$ cat config.mk
export PLATFORM = sky130hd
export DESIGN_NAME = clk_div_sequencer_flat
export DESIGN_NICKNAME = d
export VERILOG_FILES = /design/src/rtl/clk_div_seq_pkg.sv /design/src/rtl/clk_div_seq_if.sv /design/src/rtl/clk_div_half_cnt.sv /design/src/rtl/clk_div_sequencer.sv /design/src/flat_wrapper.sv
export SDC_FILE = /design/constraint.sdc
export NUM_CORES = 1
export LEC_CHECK = 0
export ABC_AREA = 1
export BUFFER_PORTS_ARGS = -buffer_cell sky130_fd_sc_hd__buf_2
export CAP_MARGIN = 15
export CORE_MARGIN = 2
export CORE_UTILIZATION = 62
export CTS_CLUSTER_SIZE = 30
export DETAILED_ROUTE_END_ITERATION = 12
export PLACE_DENSITY = 0.83
export SLEW_MARGIN = 5
export SYNTH_ARGS = -nofsm -noshare
export SYNTH_HDL_FRONTEND = slang
export SYNTH_SLANG_ARGS = --single-unit
$ cat constraint.sdc
create_clock -name clk -period 5.3 [get_ports clk]
set_input_delay 0 -clock clk [delete_from_list [all_inputs] [get_ports clk]]
set_output_delay 0 -clock clk [all_outputs]
set_load 0.02 [all_outputs]
$ cat src/rtl/clk_div_seq_pkg.sv
// Shared types and helpers for the divided-clock edge sequencer.
// Optional edge logging is enabled with CLK_DIV_SEQ_EDGE_LOG_EN.
`timescale 1ns/1ps
package clk_div_seq_pkg;

    localparam int CNT_W_DEF = 16;
    localparam int DIV_W_DEF = 8;

    typedef enum logic [1:0] {
        S_IDLE = 2'd0,
        S_RUN  = 2'd1,
        S_DONE = 2'd2
    } state_t;

    function automatic logic [31:0] eff_div(input logic [31:0] d);
        return (d == 32'd0) ? 32'd1 : d;
    endfunction

endpackage

$ cat src/rtl/clk_div_seq_if.sv
// Control/status bundle of the divided-clock edge sequencer.
// Master drives run controls; slave returns the divided clock and status.
`timescale 1ns/1ps
interface clk_div_seq_if #(
    parameter int CNT_W = 16,
    parameter int DIV_W = 8
);
    logic             en;
    logic [DIV_W-1:0] div_i;
    logic             load;
    logic [CNT_W-1:0] term_cnt_i;
    logic             clk_o;
    logic             pos_stb_o;
    logic             neg_stb_o;
    logic [CNT_W-1:0] cyc_o;
    logic             busy_o;
    logic             done_o;

    modport master (
        output en, div_i, load, term_cnt_i,
        input  clk_o, pos_stb_o, neg_stb_o, cyc_o, busy_o, done_o
    );

    modport slave (
        input  en, div_i, load, term_cnt_i,
        output clk_o, pos_stb_o, neg_stb_o, cyc_o, busy_o, done_o
    );
endinterface

$ cat src/rtl/clk_div_half_cnt.sv
// Half-period counter: toggles the divided clock every d source cycles
// and emits a one-cycle strobe registered alongside each transition.
`timescale 1ns/1ps
module clk_div_half_cnt #(
    parameter int DIV_W = 8
) (
    input  logic             clk,
    input  logic             rst_n,
    input  logic [DIV_W-1:0] d,
    input  logic             run,
    input  logic             force_low,
    input  logic             clear,
    output logic             rise_nxt,
    output logic             clk_q,
    output logic             pos_stb,
    output logic             neg_stb
);
    logic [DIV_W-1:0] cnt;
    logic             tick;

    assign tick     = (cnt == d - DIV_W'(1));
    assign rise_nxt = tick && !clk_q;

    always_ff @(posedge clk or negedge rst_n) begin
        if (!rst_n) begin
            cnt     <= '0;
            clk_q   <= 1'b0;
            pos_stb <= 1'b0;
            neg_stb <= 1'b0;
        end else begin
            pos_stb <= 1'b0;
            neg_stb <= 1'b0;
            unique case (1'b1)
                clear: begin
                    cnt   <= '0;
                    clk_q <= 1'b0;
                end
                force_low: begin
                    cnt   <= '0;
                    clk_q <= 1'b0;
                end
                run: begin
                    if (tick) begin
                        cnt     <= '0;
                        clk_q   <= !clk_q;
                        pos_stb <= !clk_q;
                        neg_stb <= clk_q;
                    end else begin
                        cnt <= cnt + DIV_W'(1);
                    end
                end
                default: ;
            endcase
        end
    end
endmodule

$ cat src/rtl/clk_div_sequencer.sv
// Divided-clock edge sequencer: FSM, rise counter, divisor reload, done flag.
// Define CLK_DIV_SEQ_EDGE_LOG_EN for simulation-only edge logging.
`timescale 1ns/1ps
module clk_div_sequencer
    import clk_div_seq_pkg::*;
#(
    parameter int CNT_W = CNT_W_DEF,
    parameter int DIV_W = DIV_W_DEF
) (
    input  logic         clk,
    input  logic         rst_n,
    clk_div_seq_if.slave bus
);
    state_t           state, state_n;
    logic [CNT_W-1:0] cyc;
    logic [CNT_W-1:0] term;
    logic [DIV_W-1:0] d;
    logic [DIV_W-1:0] d_new;
    logic             pend;
    logic             done;
    logic             run, force_low, clear;
    logic             rise_nxt, rise_ok, tc_hit;
    logic             clk_q, pos_stb, neg_stb;

    assign d_new = DIV_W'(eff_div(32'(bus.div_i)));

    clk_div_half_cnt #(.DIV_W(DIV_W)) u_half (
        .clk       (clk),
        .rst_n     (rst_n),
        .d         (d),
        .run       (run),
        .force_low (force_low),
        .clear     (clear),
        .rise_nxt  (rise_nxt),
        .clk_q     (clk_q),
        .pos_stb   (pos_stb),
        .neg_stb   (neg_stb)
    );

    // A terminal rise wins over a coincident en drop for that cycle.
    always_comb begin
        state_n   = state;
        run       = 1'b0;
        force_low = 1'b0;
        clear     = 1'b0;
        tc_hit    = 1'b0;
        rise_ok   = 1'b0;
        unique case (state)
            S_IDLE: begin
                if (bus.en) begin
                    state_n = S_RUN;
                    clear   = 1'b1;
                end
            end
            S_RUN: begin
                tc_hit = rise_nxt && (cyc == term);
                if (tc_hit) begin
                    state_n = S_DONE;
                    run     = 1'b1;
                end else if (!bus.en) begin
                    state_n   = S_IDLE;
                    force_low = 1'b1;
                end else begin
                    run = 1'b1;
                end
                rise_ok = rise_nxt && run;
            end
            S_DONE: begin
                if (!bus.en) begin
                    state_n   = S_IDLE;
                    force_low = 1'b1;
                end
            end
            default: state_n = S_IDLE;
        endcase
    end

    always_ff @(posedge clk or negedge rst_n) begin
        if (!rst_n) begin
            state <= S_IDLE;
            cyc   <= '0;
            term  <= '0;
            d     <= DIV_W'(1);
            pend  <= 1'b0;
            done  <= 1'b0;
        end else begin
            state <= state_n;
            if (clear) begin
                cyc  <= '0;
                term <= bus.term_cnt_i;
                d    <= d_new;
                pend <= 1'b0;
            end else if (rise_ok) begin
                cyc <= cyc + CNT_W'(1);
                if (pend || bus.load) begin
                    d <= d_new;
                end
                pend <= 1'b0;
            end else if (bus.load) begin
                pend <= 1'b1;
            end
            if (tc_hit) begin
                done <= 1'b1;
            end else if (state == S_DONE && !bus.en) begin
                done <= 1'b0;
            end
        end
    end

    assign bus.clk_o     = clk_q;
    assign bus.pos_stb_o = pos_stb;
    assign bus.neg_stb_o = neg_stb;
    assign bus.cyc_o     = cyc;
    assign bus.busy_o    = (state == S_RUN);
    assign bus.done_o    = done;

`ifdef CLK_DIV_SEQ_EDGE_LOG_EN
    always @(posedge clk) begin
        if (pos_stb) $display("[%0t] posedge; cyc == %0d", $time, cyc);
        if (neg_stb) $display("[%0t] negedge; cyc == %0d", $time, cyc);
        if (state != S_DONE && state_n == S_DONE) begin
            $display("*-* All Finished *-*");
        end
    end
`else
`endif
endmodule

$ cat src/flat_wrapper.sv
// flat-port wrapper written by rule: the top's interface ports become plain ports
module clk_div_sequencer_flat import clk_div_seq_pkg::*;
#(
    parameter int CNT_W = CNT_W_DEF,
    parameter int DIV_W = DIV_W_DEF
)
  (clk, rst_n, bus_en, bus_div_i, bus_load, bus_term_cnt_i, bus_clk_o, bus_pos_stb_o, bus_neg_stb_o, bus_cyc_o, bus_busy_o, bus_done_o);
  clk_div_seq_if #(.CNT_W(CNT_W), .DIV_W(DIV_W)) bus_i ();
  input  logic clk;
  input  logic rst_n;
  input wire logic [$bits(bus_i.en)-1:0] bus_en;
  input wire logic [$bits(bus_i.div_i)-1:0] bus_div_i;
  input wire logic [$bits(bus_i.load)-1:0] bus_load;
  input wire logic [$bits(bus_i.term_cnt_i)-1:0] bus_term_cnt_i;
  output wire logic [$bits(bus_i.clk_o)-1:0] bus_clk_o;
  output wire logic [$bits(bus_i.pos_stb_o)-1:0] bus_pos_stb_o;
  output wire logic [$bits(bus_i.neg_stb_o)-1:0] bus_neg_stb_o;
  output wire logic [$bits(bus_i.cyc_o)-1:0] bus_cyc_o;
  output wire logic [$bits(bus_i.busy_o)-1:0] bus_busy_o;
  output wire logic [$bits(bus_i.done_o)-1:0] bus_done_o;
  assign bus_i.en = bus_en;
  assign bus_i.div_i = bus_div_i;
  assign bus_i.load = bus_load;
  assign bus_i.term_cnt_i = bus_term_cnt_i;
  assign bus_clk_o = bus_i.clk_o;
  assign bus_pos_stb_o = bus_i.pos_stb_o;
  assign bus_neg_stb_o = bus_i.neg_stb_o;
  assign bus_cyc_o = bus_i.cyc_o;
  assign bus_busy_o = bus_i.busy_o;
  assign bus_done_o = bus_i.done_o;
  clk_div_sequencer #(.CNT_W(CNT_W), .DIV_W(DIV_W)) u_core (.clk(clk), .rst_n(rst_n), .bus(bus_i));
endmodule
==> metrics <==
EDFF count, synth=0; CP dominant cell by count=nand2_1; Clk Latency, worst-skew pair=310 ps; Final setup violation count=0; CP max stage delay=570 ps; layout overhead on the synthesized area=18.3%; final setup margin=2750 ps; nature of the critical path startpoint=register; Hold Fails Final Rpt=0; Antenna Nets Post-Route=0; clock sink total=55; vias per std cell=5.42; placer's final routability congestion estimate=0.899; top cell type by total area after synthesis=dfrtp_1; net count reported at finish=543; CTS Buf Count=5; die area=6140 µm²; Cell Pwr Density=402 nW/µm²; diodes inserted=0; Setup crit end kind=register; Cells after Synth=437; CP top delay family=simple AND/OR/NAND/NOR gates; Crit-path slowest cell=dfstp_2; Die Ht=78.3 µm; Max Root-Sink Buffers=2; largest cells by area after synthesis=dfrtp_1, nand2_1, nand3_1, xor2_1, inv_1; maximum fanout along the worst path=26; placed cell area=3710 µm²; Final period util=0.482; buffers added on ports=48; Yosys top cell area share=0.394; Slew headroom=0.284; max-cap violation count=0; FF+latch count, synth=55; worst-case vdd ir drop=0.244 mV; CTS tree=done; Total Power=0.00163 W; TNS Setup=0 ps; fin crit period=2550 ps; most common cell in the netlist=nand2_1; initial antenna violation count=0; CTS Hold Bufs=25; most instantiated cells after synthesis=nand2_1, nand3_1, dfrtp_1; final instance area=4050 µm²; Crit Path Class=reg2reg; fill cell count=395; GR Util All Layers=0.277; row count=27; total number of vias=3151; global-route wire length before repair=13.5 mm; crit path DAT=2750 ps; Synth warnings=0; CP required=5490 ps; Buf/Inv on CP=2; RSZ-0062 raised after global routing=no; post-CTS setup buffer count=0; fin. max-slew vios=0; ys flop type=dfrtp_1; Core ar.=5410 µm²; Syn Nets=472; fmax=392 MHz; final hold slack=19.4 ps; Leakage=2.10 nW; syn_area_per_cell=7.84 µm²; Seq/Total Area, Yosys=0.402; worst slew pin tran=1070 ps; HP Class=in2reg; Resized cells post-CTS=0; outcome=completed; initial drt markers=215; Initial Utilization=0.634; DPL Wire Length=5.40 mm; asr flop ratio synth=1.00; Post-Syn Area=3430 µm²; grt ovf=0; number of detailed-route iterations in the first pass=5; dpl ws=2770 ps; IO Pins=49; fraction of layout cells with a size suffix above 1=0.183; H-tree depth reported by CTS=2; vias in the first global route=3082; CP Cell Sequence=inv_2 > ha_1 > inv_1 > nand2_1 > nand2_1 > nor2_1 > nand2_1 > nor2_2 > nand2_1 > nor2_4 > nand2_2 > nor2_4 > nand2_8 > nand2_8 > nand2_2 > nand2_1 > nand2_1; die width=78.3 µm; Avg WL per Cell=13.9 µm; largest net degree at the start of global routing=56; Clock Skews=11.0 ps; clock root cell=clkbuf_8; routed wire length=8.06 mm; clock slew at reported path FFs=90 ps; unique cell type count in the Yosys netlist=32; drt drc=0
==> kinds of logic (layout without fill, tap and decap cells) <==
logic type               Yosys count  in the layout  synth area share
multiplexers                      13             13            0.0427
AND/OR/NAND/NOR                  263            263             0.370
XOR/XNOR                          26             26            0.0665
flip-flops                        55             55             0.402
buffers and inverters             60            132            0.0712
AO/OA/AOI/OAI                     13             13            0.0223
adder cells (fa/ha/maj)            7              7            0.0256
==> final cells by class <==
type | instances | area, µm² | area share
Tap cell | 72 | 90.1 | 0.0222
Sequential cell | 55 | 1380 | 0.340
Inverter | 50 | 188 | 0.0463
Multi-Input combinational cell | 322 | 1800 | 0.445
Timing Repair Buffer | 74 | 498 | 0.123
Clock buffer | 7 | 86.3 | 0.0213
Clock inverter | 1 | 8.76 | 0.00216
==> state kept, by name, summed over array words and instances (netlist names), 2 cells and up <==
name / cells
u_core.state: 2
u_core.d: 8
u_core.term: 16
u_core.u_half.cnt: 8
u_core.bus.cyc_o: 16
==> metrics by stage <==
step / cells / utilization
4_1_cts: 581 / 0.750
5_1_grt: 581 / 0.750
3_5_place_dp: 548 / 0.686
3_3_place_gp: 548 / 0.686
6_report: 581 / 0.750
2_1_floorplan: 437 / -
==> tightest hold or removal path, stage by stage <==
cell	delay (ps)
buf_2	80
a21o_1	70
nand3_1	70
nand2_1	70
==> where the power goes <==
group / leakage (nW) / internal, W / switching [W]
clock: 0.0484 / 0.000107 / 0.000134
sequential: 0.701 / 0.000542 / 0.000126
combinational: 1.35 / 0.000276 / 0.000443
==> routing by layer <==
layer | vias up | global-route usage | routed length, µm
met5 | - | 0 | 0
met2 | 98 | 0.491 | 4180
met1 | 1481 | 0.330 | 3280
li1 | 1547 | - | -
met3 | 25 | 0.0460 | 345
met4 | 0 | 0.126 | 250
==> final timing paths <==
check                                        startpoint                               to  cells after the start  slack [ps]
worst min-delay path                       bus_div_i[0]          u_core.d[0]$_DFFE_PN1P_                      4          20
worst min register to register  u_core.d[0]$_DFFE_PN1P_          u_core.d[0]$_DFFE_PN1P_                      2         500
worst max register to register  u_core.d[0]$_DFFE_PN1P_          u_core.d[3]$_DFFE_PN0P_                     17        2750
min in group asynchronous                         rst_n          u_core.d[4]$_DFFE_PN0P_                      3         340
worst max-delay path            u_core.d[0]$_DFFE_PN1P_          u_core.d[3]$_DFFE_PN0P_                     17        2750
max in group asynchronous                         rst_n  u_core.bus.cyc_o[9]$_DFFE_PN0P_                      3        4490
==> layout by cell type (no fill, tap or decap), drive strengths merged, types with 11 or more instances in the layout <==
cell and instances:
nand3 62, mux2 13, dfrtp 54, inv 50, nor3 11, nor2 36
xor2 19, buf 49, dlygate4sd3 25, nand3b 11, nand2 130
(Power assumes the default switching activity.)
